`src/rtl/sme_pkg.sv`:
```
// sme_pkg: shared types and constants for the SME host feeder.
// Holds the feeder state enum, the default buffer depths and the
// special characters understood by the string-matching engine.
package sme_pkg;

  typedef enum logic [2:0] {
    ST_IDLE   = 3'd0,
    ST_SEND_S = 3'd1,
    ST_SEND_P = 3'd2,
    ST_WAIT   = 3'd3,
    ST_REPORT = 3'd4
  } sme_state_e;

  localparam int STR_MAX_DEF = 32;
  localparam int PAT_MAX_DEF = 8;

  localparam logic [7:0] CHAR_CARET  = 8'h5E;
  localparam logic [7:0] CHAR_DOLLAR = 8'h24;
  localparam logic [7:0] CHAR_DOT    = 8'h2E;
  localparam logic [7:0] CHAR_STAR   = 8'h2A;
  localparam logic [7:0] CHAR_SPACE  = 8'h20;

endpackage

```
`src/rtl/sme_char_buf.sv`:
```
// sme_char_buf: small 8-bit character register file with a write
// pointer equal to the current length. The length saturates at DEPTH
// and extra writes are dropped. A job start arms a fresh flag so that
// the next write begins a new buffer at index 0 instead of appending.
module sme_char_buf #(
  parameter int DEPTH = 32,
  parameter int LW    = $clog2(DEPTH + 1),
  parameter int AW    = $clog2(DEPTH)
) (
  input  logic          clk,
  input  logic          reset,
  input  logic          wr_en,
  input  logic [7:0]    wr_data,
  input  logic          arm,
  input  logic [AW-1:0] rd_idx,
  output logic [7:0]    rd_data,
  output logic [LW-1:0] len
);

  logic [7:0] mem [DEPTH];
  logic       fresh;
  logic       room;

  assign room    = (len < LW'(DEPTH));
  assign rd_data = mem[rd_idx];

  // Length and fresh-flag bookkeeping; a fresh write restarts at length 1.
  always_ff @(posedge clk or negedge reset) begin
    if (!reset) begin
      len   <= '0;
      fresh <= 1'b0;
    end else begin
      if (wr_en) begin
        if (fresh) begin
          len <= LW'(1);
        end else if (room) begin
          len <= len + LW'(1);
        end
      end
      if (arm) begin
        fresh <= 1'b1;
      end else if (wr_en) begin
        fresh <= 1'b0;
      end
    end
  end

  // Character storage; contents are only meaningful below len, so no reset.
  always_ff @(posedge clk) begin
    if (wr_en) begin
      if (fresh) begin
        mem[0] <= wr_data;
      end else if (room) begin
        mem[len[AW-1:0]] <= wr_data;
      end
    end
  end

endmodule

```
`src/rtl/sme_feeder.sv`:
```
// sme_feeder: host-side driver for the SME character interface.
// Buffers a string and a pattern written by the host, streams them to
// the SME, waits for its result and hands it back over valid/ready.
// Optional WAIT timeout is built when SME_FEEDER_TIMEOUT_EN is defined.
module sme_feeder
  import sme_pkg::*;
#(
  parameter int STR_MAX = STR_MAX_DEF,
  parameter int PAT_MAX = PAT_MAX_DEF,
  parameter int TIMEOUT = 255
) (
  input  logic       clk,
  input  logic       reset,
  input  logic       wr_en,
  input  logic       wr_sel,
  input  logic [7:0] wr_data,
  input  logic       start,
  input  logic       keep_str,
  output logic       busy,
  output logic [7:0] chardata,
  output logic       isstring,
  output logic       ispattern,
  input  logic       valid,
  input  logic       match,
  input  logic [4:0] match_index,
  output logic       res_valid,
  input  logic       res_ready,
  output logic       res_match,
  output logic [4:0] res_index,
  output logic       res_err,
  output logic       res_timeout
);

  localparam int SLW = $clog2(STR_MAX + 1);
  localparam int PLW = $clog2(PAT_MAX + 1);
  localparam int SAW = $clog2(STR_MAX);
  localparam int PAW = $clog2(PAT_MAX);

  sme_state_e     state, state_n;
  logic [SAW-1:0] idx, idx_n;
  logic           str_sent, str_sent_n;
  logic           arm;
  logic           wr_ok;
  logic           job_err;
  logic           timeout_hit;

  logic [SLW-1:0] str_len;
  logic [PLW-1:0] pat_len;
  logic [7:0]     str_rd, pat_rd;

  logic [7:0]     chardata_n;
  logic           isstring_n, ispattern_n, busy_n;
  logic           res_valid_n, res_match_n, res_err_n, res_timeout_n;
  logic [4:0]     res_index_n;

  assign wr_ok   = wr_en && (state == ST_IDLE);
  assign job_err = (pat_len == '0) ||
                   (!keep_str && (str_len == '0)) ||
                   (keep_str && !str_sent);

  sme_char_buf #(.DEPTH(STR_MAX)) u_str_buf (
    .clk     (clk),
    .reset   (reset),
    .wr_en   (wr_ok && !wr_sel),
    .wr_data (wr_data),
    .arm     (arm),
    .rd_idx  (idx_n),
    .rd_data (str_rd),
    .len     (str_len)
  );

  sme_char_buf #(.DEPTH(PAT_MAX)) u_pat_buf (
    .clk     (clk),
    .reset   (reset),
    .wr_en   (wr_ok && wr_sel),
    .wr_data (wr_data),
    .arm     (arm),
    .rd_idx  (idx_n[PAW-1:0]),
    .rd_data (pat_rd),
    .len     (pat_len)
  );

`ifdef SME_FEEDER_TIMEOUT_EN
  logic [7:0] wait_cnt;

  assign timeout_hit = (state == ST_WAIT) && ((wait_cnt + 8'd1) == 8'(TIMEOUT));

  // WAIT cycle counter, restarted every time WAIT is entered.
  always_ff @(posedge clk or negedge reset) begin
    if (!reset) begin
      wait_cnt <= 8'd0;
    end else if (state != ST_WAIT) begin
      wait_cnt <= 8'd0;
    end else begin
      wait_cnt <= wait_cnt + 8'd1;
    end
  end
`else
  assign timeout_hit = 1'b0;
`endif

  // Next-state, stream index and next registered output values.
  always_comb begin
    state_n       = state;
    idx_n         = idx;
    str_sent_n    = str_sent;
    arm           = 1'b0;
    isstring_n    = 1'b0;
    ispattern_n   = 1'b0;
    res_valid_n   = res_valid;
    res_match_n   = res_match;
    res_index_n   = res_index;
    res_err_n     = res_err;
    res_timeout_n = res_timeout;
    case (state)
      ST_IDLE: begin
        if (start) begin
          arm   = 1'b1;
          idx_n = '0;
          if (job_err) begin
            state_n       = ST_REPORT;
            res_valid_n   = 1'b1;
            res_err_n     = 1'b1;
            res_match_n   = 1'b0;
            res_index_n   = 5'd0;
            res_timeout_n = 1'b0;
          end else if (keep_str) begin
            state_n     = ST_SEND_P;
            ispattern_n = 1'b1;
          end else begin
            state_n    = ST_SEND_S;
            isstring_n = 1'b1;
            str_sent_n = 1'b1;
          end
        end
      end
      ST_SEND_S: begin
        if ((SLW'(idx) + SLW'(1)) < str_len) begin
          idx_n      = idx + SAW'(1);
          isstring_n = 1'b1;
        end else begin
          state_n     = ST_SEND_P;
          idx_n       = '0;
          ispattern_n = 1'b1;
        end
      end
      ST_SEND_P: begin
        if ((PLW'(idx) + PLW'(1)) < pat_len) begin
          idx_n       = idx + SAW'(1);
          ispattern_n = 1'b1;
        end else begin
          state_n = ST_WAIT;
          idx_n   = '0;
        end
      end
      ST_WAIT: begin
        if (valid) begin
          state_n       = ST_REPORT;
          res_valid_n   = 1'b1;
          res_match_n   = match;
          res_index_n   = match_index;
          res_err_n     = 1'b0;
          res_timeout_n = 1'b0;
        end else if (timeout_hit) begin
          state_n       = ST_REPORT;
          res_valid_n   = 1'b1;
          res_match_n   = 1'b0;
          res_index_n   = 5'd0;
          res_err_n     = 1'b0;
          res_timeout_n = 1'b1;
        end
      end
      ST_REPORT: begin
        if (res_ready) begin
          state_n     = ST_IDLE;
          res_valid_n = 1'b0;
        end
      end
      default: begin
        state_n = ST_IDLE;
      end
    endcase
    busy_n = (state_n != ST_IDLE);
  end

  // Character mux for the next cycle, fed by the buffers at the next index.
  always_comb begin
    chardata_n = 8'h00;
    if (isstring_n) begin
      chardata_n = str_rd;
    end else if (ispattern_n) begin
      chardata_n = pat_rd;
    end
  end

  // State and registered outputs; reset clears everything immediately.
  always_ff @(posedge clk or negedge reset) begin
    if (!reset) begin
      state       <= ST_IDLE;
      idx         <= '0;
      str_sent    <= 1'b0;
      busy        <= 1'b0;
      chardata    <= 8'h00;
      isstring    <= 1'b0;
      ispattern   <= 1'b0;
      res_valid   <= 1'b0;
      res_match   <= 1'b0;
      res_index   <= 5'd0;
      res_err     <= 1'b0;
      res_timeout <= 1'b0;
    end else begin
      state       <= state_n;
      idx         <= idx_n;
      str_sent    <= str_sent_n;
      busy        <= busy_n;
      chardata    <= chardata_n;
      isstring    <= isstring_n;
      ispattern   <= ispattern_n;
      res_valid   <= res_valid_n;
      res_match   <= res_match_n;
      res_index   <= res_index_n;
      res_err     <= res_err_n;
      res_timeout <= res_timeout_n;
    end
  end

endmodule

```
`config.mk`:
```
export PLATFORM = sky130hd
export DESIGN_NAME = sme_feeder
export DESIGN_NICKNAME = d
export VERILOG_FILES = /design/src/rtl/sme_pkg.sv /design/src/rtl/sme_char_buf.sv /design/src/rtl/sme_feeder.sv
export SDC_FILE = /design/constraint.sdc
export NUM_CORES = 1
export LEC_CHECK = 0
export ABC_AREA = 1
export BUFFER_PORTS_ARGS = -buffer_cell sky130_fd_sc_hd__clkbuf_2
export CAP_MARGIN = 0
export CORE_MARGIN = 8
export CORE_UTILIZATION = 39
export CTS_BUF_LIST = sky130_fd_sc_hd__clkbuf_2 sky130_fd_sc_hd__clkbuf_4 sky130_fd_sc_hd__clkbuf_8
export CTS_CLUSTER_DIAMETER = 40
export DETAILED_ROUTE_END_ITERATION = 12
export GPL_TIMING_DRIVEN = 0
export PLACE_DENSITY = 0.53
export SLEW_MARGIN = 20
export SYNTH_ARGS = -nofsm -noshare
export SYNTH_HDL_FRONTEND = slang
export SYNTH_SLANG_ARGS = --single-unit
```
`constraint.sdc`:
```
create_clock -name clk -period 7.9 [get_ports clk]
set_input_delay 1.185 -clock clk [delete_from_list [all_inputs] [get_ports clk]]
set_output_delay 1.185 -clock clk [all_outputs]
set_load 0.05 [all_outputs]
```
# After elaboration in Yosys (flattened, before gate mapping)
# Memories as Yosys holds them, arrays and structs flattened.
# Index checks and enable logic that the tools add are counted.
# word_totals
regBits,41
ramBits,320
output_inout_bits,20
mem_count,2
# memory_table
name,depth,width,rd,rd_ports_with_merged_regs,write_ports,line_no,source
u_str_buf.mem,32,8,1,0,1,sme_char_buf.sv:20,logic [7:0] mem [DEPTH];
u_pat_buf.mem,8,8,1,0,1,sme_char_buf.sv:20,
# classes
add_sub_neg,5
magnitude_cmp,4
n_eq_ne,8
mux,71
n_bitwise,2
reduce_logical,27
# op_table
cell,n
2-to-1 mux 1 bit,39
2-to-1 mux 5 bit,7
2-to-1 mux 8 bit,4
2-to-1 mux 3 bit,7
OR reduction 8 bit,2
one-hot mux 3 bit (5 select lines),1
one-hot mux 5 bit (3 select lines),1
2-to-1 mux 6 bit,2
one-hot mux 5 bit (2 select lines),1
nonzero test 2 bit,5
adder 4 x 1 -> 4 bit (second input constant),2
2-to-1 mux 4 bit,2
!= test 2 bit (second input constant),4
one-hot mux 1 bit (2 select lines),4
AND reduction 4 bit,2
adder 5 x 1 -> 6 bit (second input constant),1
adder 6 x 1 -> 6 bit (second input constant),1
equality test 3 x 2 -> 1 bit (second input constant),2
logical NOT 6 bit,1
less-than comparator 6 bit,1
less-than comparator 6 bit (second input constant),1
one-hot mux 1 bit (3 select lines),2
nonzero test 3 bit,2
adder 5 x 1 -> 5 bit (second input constant),1
other kinds (13),22

# Depth between registers and ports, before layout
# logic_depth
word_depth,9
depth_mapped,20
ltp_nobuf,19

# Cells and area by module
# Synthesis repeated with hierarchy kept, for this count alone.
# hier_totals
cells_unflattened,1476
hier_area_um2,15696.3
# modules_own_cells
module,n_inst,cells_each,area_per_inst_um2,seq_area_each_um2
sme_char_buf at u_str_buf,1,955,10976.8,7862.5
sme_char_buf at u_pat_buf,1,316,3119.2,2047.0
sme_feeder,1,205,1600.3,700.7

# Least setup slack after synthesis
# No wires, ideal clock.
# synth_timing
kind,input -> register
start,input wr_en
end,memory u_str_buf.mem[10][0] (enable)
arrival_ns,2.638
required_ns,7.530
slack_ns,4.891
cell_stages,8
path_buffers,0
cell_sequence,inv_1 nor3_2 inv_1 nor3_1 inv_2 nor2_1 nand3_1 nor2_1
# synth_via
elab_chain_len,6
elab_cells_between_ends,9
cone_classes,mux (6); reduce/logical (3)
# synth_lines
item,line_no,source
start: declaration,sme_feeder.sv:14,"input logic wr_en,"
logical AND 1 bit (*),sme_feeder.sv:56,assign wr_ok = wr_en && (state == ST_IDLE);
logical AND 1 bit (*),sme_feeder.sv:64,".wr_en (wr_ok && !wr_sel),"
2-to-1 mux 1 bit,sme_char_buf.sv:50,if (wr_en) begin
2-to-1 mux 1 bit (implied by the code),sme_char_buf.sv:54,mem[len[AW-1:0]] <= wr_data;
OR reduction 8 bit (no line),n/a,
2-to-1 mux 5 bit (no line) or 2-to-1 mux 1 bit (tied branches),n/a,
end: declaration,sme_char_buf.sv:20,
# Mark *: on every way between the ends. The rest lies on a longest branch, timed or not.

# Final worst setup path
# layout_timing
start,register idx[0]
end,register chardata[4]
# layout_via
elab_chain_len,7
elab_cells_between_ends,18
cone_classes,add/sub (3); order compare (2); mux (11); memory (2)
# layout_lines
item,line_no,source
start: declaration,sme_feeder.sv:40,"logic [SAW-1:0] idx, idx_n;"
start signal: assignment,sme_feeder.sv:213,idx <= idx_n;
"parallel branches: the longest is 6 deep, another holds memory read (32 x 8 bit)",n/a,
2-to-1 mux 8 bit (*),sme_feeder.sv:189,if (isstring_n) begin
named net chardata_n[4],sme_feeder.sv:51,logic [7:0] chardata_n;
end signal: assignment,sme_feeder.sv:216,chardata <= chardata_n;
end: declaration,sme_feeder.sv:20,"output logic [7:0] chardata,"
# Mark *: on every way through the listed nets, which the timed path passes.
# A chain may end at the register's enable or synchronous reset.

==> flow_summary.yaml <==
outcome:
  status: "complete, no violations"
pwr:
  p_leak_nw: 7.61
  ir_drop_mv: 0.155
  powerDensity_nw_per_um2: 366
logic_synthesis:
  netlist_instances: 1546
  synth_largest_area_cell: "edfxtp_1"
  synthTopCellsByArea: "edfxtp_1 (59%), nand3_1 (8.1%), inv_1 (6.6%)"
  yosys_register_bits: 360
  synth_cell_type_count: 37
  yosysMostFrequentCell: "edfxtp_1"
  ys.flop_type: "edfxtp_1"
  ys_seq_area_share_pct: 65.4
  synth-edff-count: 320
  synth_common_cells: "edfxtp_1 (320), inv_1 (287), nand3_1 (263), nand2_1 (205), nand4_1 (125)"
  syn-cell-area_sq_um: 16200
  ys_warn_count: 0
  postSynthNetCount: 1581
  avgSynthCellArea_sq_um: 10.5
  netlist.area_leader.share_pct: 59.3
  async_flop_share_pct: 11.1
worst_setup_path:
  critPathLaunchType: "register"
  worstSetupPathType: "register to register"
  arrival_ns: 4.60
  r2r_cells: 18
  cp_data_required_time_ns: 8.39
  crit_fanout: 10
  cp-end-kind: "register"
place:
  io_buffers: 40
  place_inst: 2118
  place_ws_ns: 3.58
  place_area_sq_um: 17100
  gp_congestion: 0.899
  dp_hpwl_mm: 29.9
grt:
  grt_overflow: 0
  grt_use_met1_pct: 25.5
  met3_usage_pct: 4.31
  grt_use_met2_pct: 30.3
  track_usage_pct: 19.3
  grt_pass1_vias: 11639
  top_usage_layer: "met2"
  antenna_found_initial: 0
  grt_pass1_wl_mm: 69.6
  grt_start_max_net_pins: 41
clock_network:
  clock_path_buffers: 3
  h-tree-depth: 3
  numCtsBuffers: 69
  cts_sinks: 360
  cts_resized: 0
  cts_root_buf: "clkbuf_8"
  cts-hold-fix-buffers: 0
  clkTransAtPathRegs_ns: 0.06
  post_cts_buffers: 0
  cts_tree: "yes"
  clock_latency_ns: 0.62
finish:
  antenna_cells: 0
  drive_gt1_share_pct: 12.5
  post-route-cell-area_sq_um: 18500
  syn2layout_area_growth_pct: 14.1
  fin_nets: 1692
  post-route-util_pct: 45.2
  layout.cells.non_filler: 2240
die:
  die_w_um: 220
  core_sq_um: 40900
  fp.dieH_um: 220
  row_count: 74
  io_pins: 42
  start_util_pct: 39.6
  die-area_sq_um: 48400
timing:
  tns_ns: 0
  fmax_mhz: 243
  tightestPinTransition_ns: 1.09
  clock_skew_ns: 0.0223
  fin_ws_ns: 3.79
  grt_setup_unrepaired: "false"
  slew_viol_final: 0
  min_period_ns: 4.11
  fin_crit_sh_pct: 52.1
  slew_headroom_pct: 27.0
  hold_viol: 0
  setup_violations: 0
detailed_routing:
  vias: 11574
  ant_nets: 0
  first_pass_iters: 5
  wirelength_mm: 45.8
  drt_iter0_drc: 1029
  drc: 0
  via_per_inst: 5.17
  wl_per_cell_um: 20.4
run:
  drv_cap: 0
hold_path:
  hold_class: "register to register"
  hold-path-cell-count: 2
## per-layer routing
layer,share of wire (%),vias up
li1,-,5549
met1,43,5534
met2,46,394
met3,7.2,97
met4,3.3,0
met5,0,-
## report_power, final
group | leakage, nW | internal (mW) | total, mW | switching [mW]
combinational | 3.49 | 0.762 | 2.66 | 1.90
clock | 0.728 | 1.08 | 1.88 | 0.807
sequential | 3.39 | 2.17 | 2.22 | 0.0553
## state kept, by name (all words and copies together), names as in the netlist, 3 cells and up
register	count
idx	5
state	3
u_pat_buf.mem	64
u_str_buf.len	6
u_pat_buf.len	4
u_str_buf.mem	256
res_index	5
chardata	8
## worst max-delay path: stages, from the launching register on
cell,delay [ns]
dfrtp_1,0.45
ha_1,0.27
nand3_1,0.10
xor2_1,0.15
inv_1,0.07
ha_1,0.27
nand2_1,0.06
nor2_1,0.12
nand2_1,0.09
nand4_1,0.25
clkbuf_1,0.73
clkbuf_1,0.42
nand4_1,0.13
nand3_1,0.13
nand3_1,0.13
nand3_1,0.23
nand3_1,0.10
nand3_1,0.16
nand2_1,0.12
## cell usage in the layout, fill, tap and decap left out, drive strengths merged, types with 2 or more instances in the layout
cell      Yosys  layout
clkbuf       30     159
nand3       264     264
clkinvlp      0       6
o21a          9       9
buf          58      62
nand4       125     125
xnor2         2       2
ha           13      13
a21oi         6       6
nor3         13      13
inv         294     298
xor2          5       5
edfxtp      320     320
nand2       205     205
o211ai        9       9
o221ai        9       9
bufinv        0       4
dfrtp        40      40
o22ai         5       5
o21bai        2       2
nor2         80      80
o21ai        44      44
a22o          6       6
clkinv        0      15
## cell type report
class                   count  area [sq um]
plain buffers              88           408
clock buffers              93          1140
clock inverters            29           274
fillers                  3925         22400
inverters                 294          1100
multi-input cells         804          4100
flip-flops and latches    360         10600
well taps                 532           666
repair buffers             40           205
## path summary, 6_finish.rpt
path | start | end | slack (ns)
worst max-delay path | idx[0] | chardata[4] | 3.79
worst min-delay path | str_sent | str_sent | 0.45
worst max register to register | idx[0] | chardata[4] | 3.79
worst min register to register | str_sent | str_sent | 0.45
max in group asynchronous | reset | idx[2] | 6.59
min in group asynchronous | reset | state[0] | 0.72
## logic make-up (layout without fill, tap and decap cells)
| kind of cell | count (synthesis) | after routing | synth area share, % |
|---|---|---|---|
| adder cells (fa/ha/maj) | 13 | 13 | 1.00 |
| buffers and inverters | 382 | 544 | 9.32 |
| XOR/XNOR | 7 | 7 | 0.378 |
| AO/OA/AOI/OAI | 94 | 94 | 3.72 |
| flip-flops | 360 | 360 | 65.4 |
| AND/OR/NAND/NOR | 689 | 689 | 20.1 |
| other | 1 | 1 | 0.0231 |
## per-stage QoR
| step | power (mW) | hold slack (ns) |
|---|---|---|
| after global routing | 7.18 | 0.472 |
| final | 6.77 | 0.454 |
| after CTS | 6.82 | 0.455 |
| after global placement | 4.90 | 0.438 |
| after detailed placement | 4.92 | 0.443 |
| after floorplan | 4.02 | 0.421 |
Note: power is estimated with default switching activity, not from simulation.
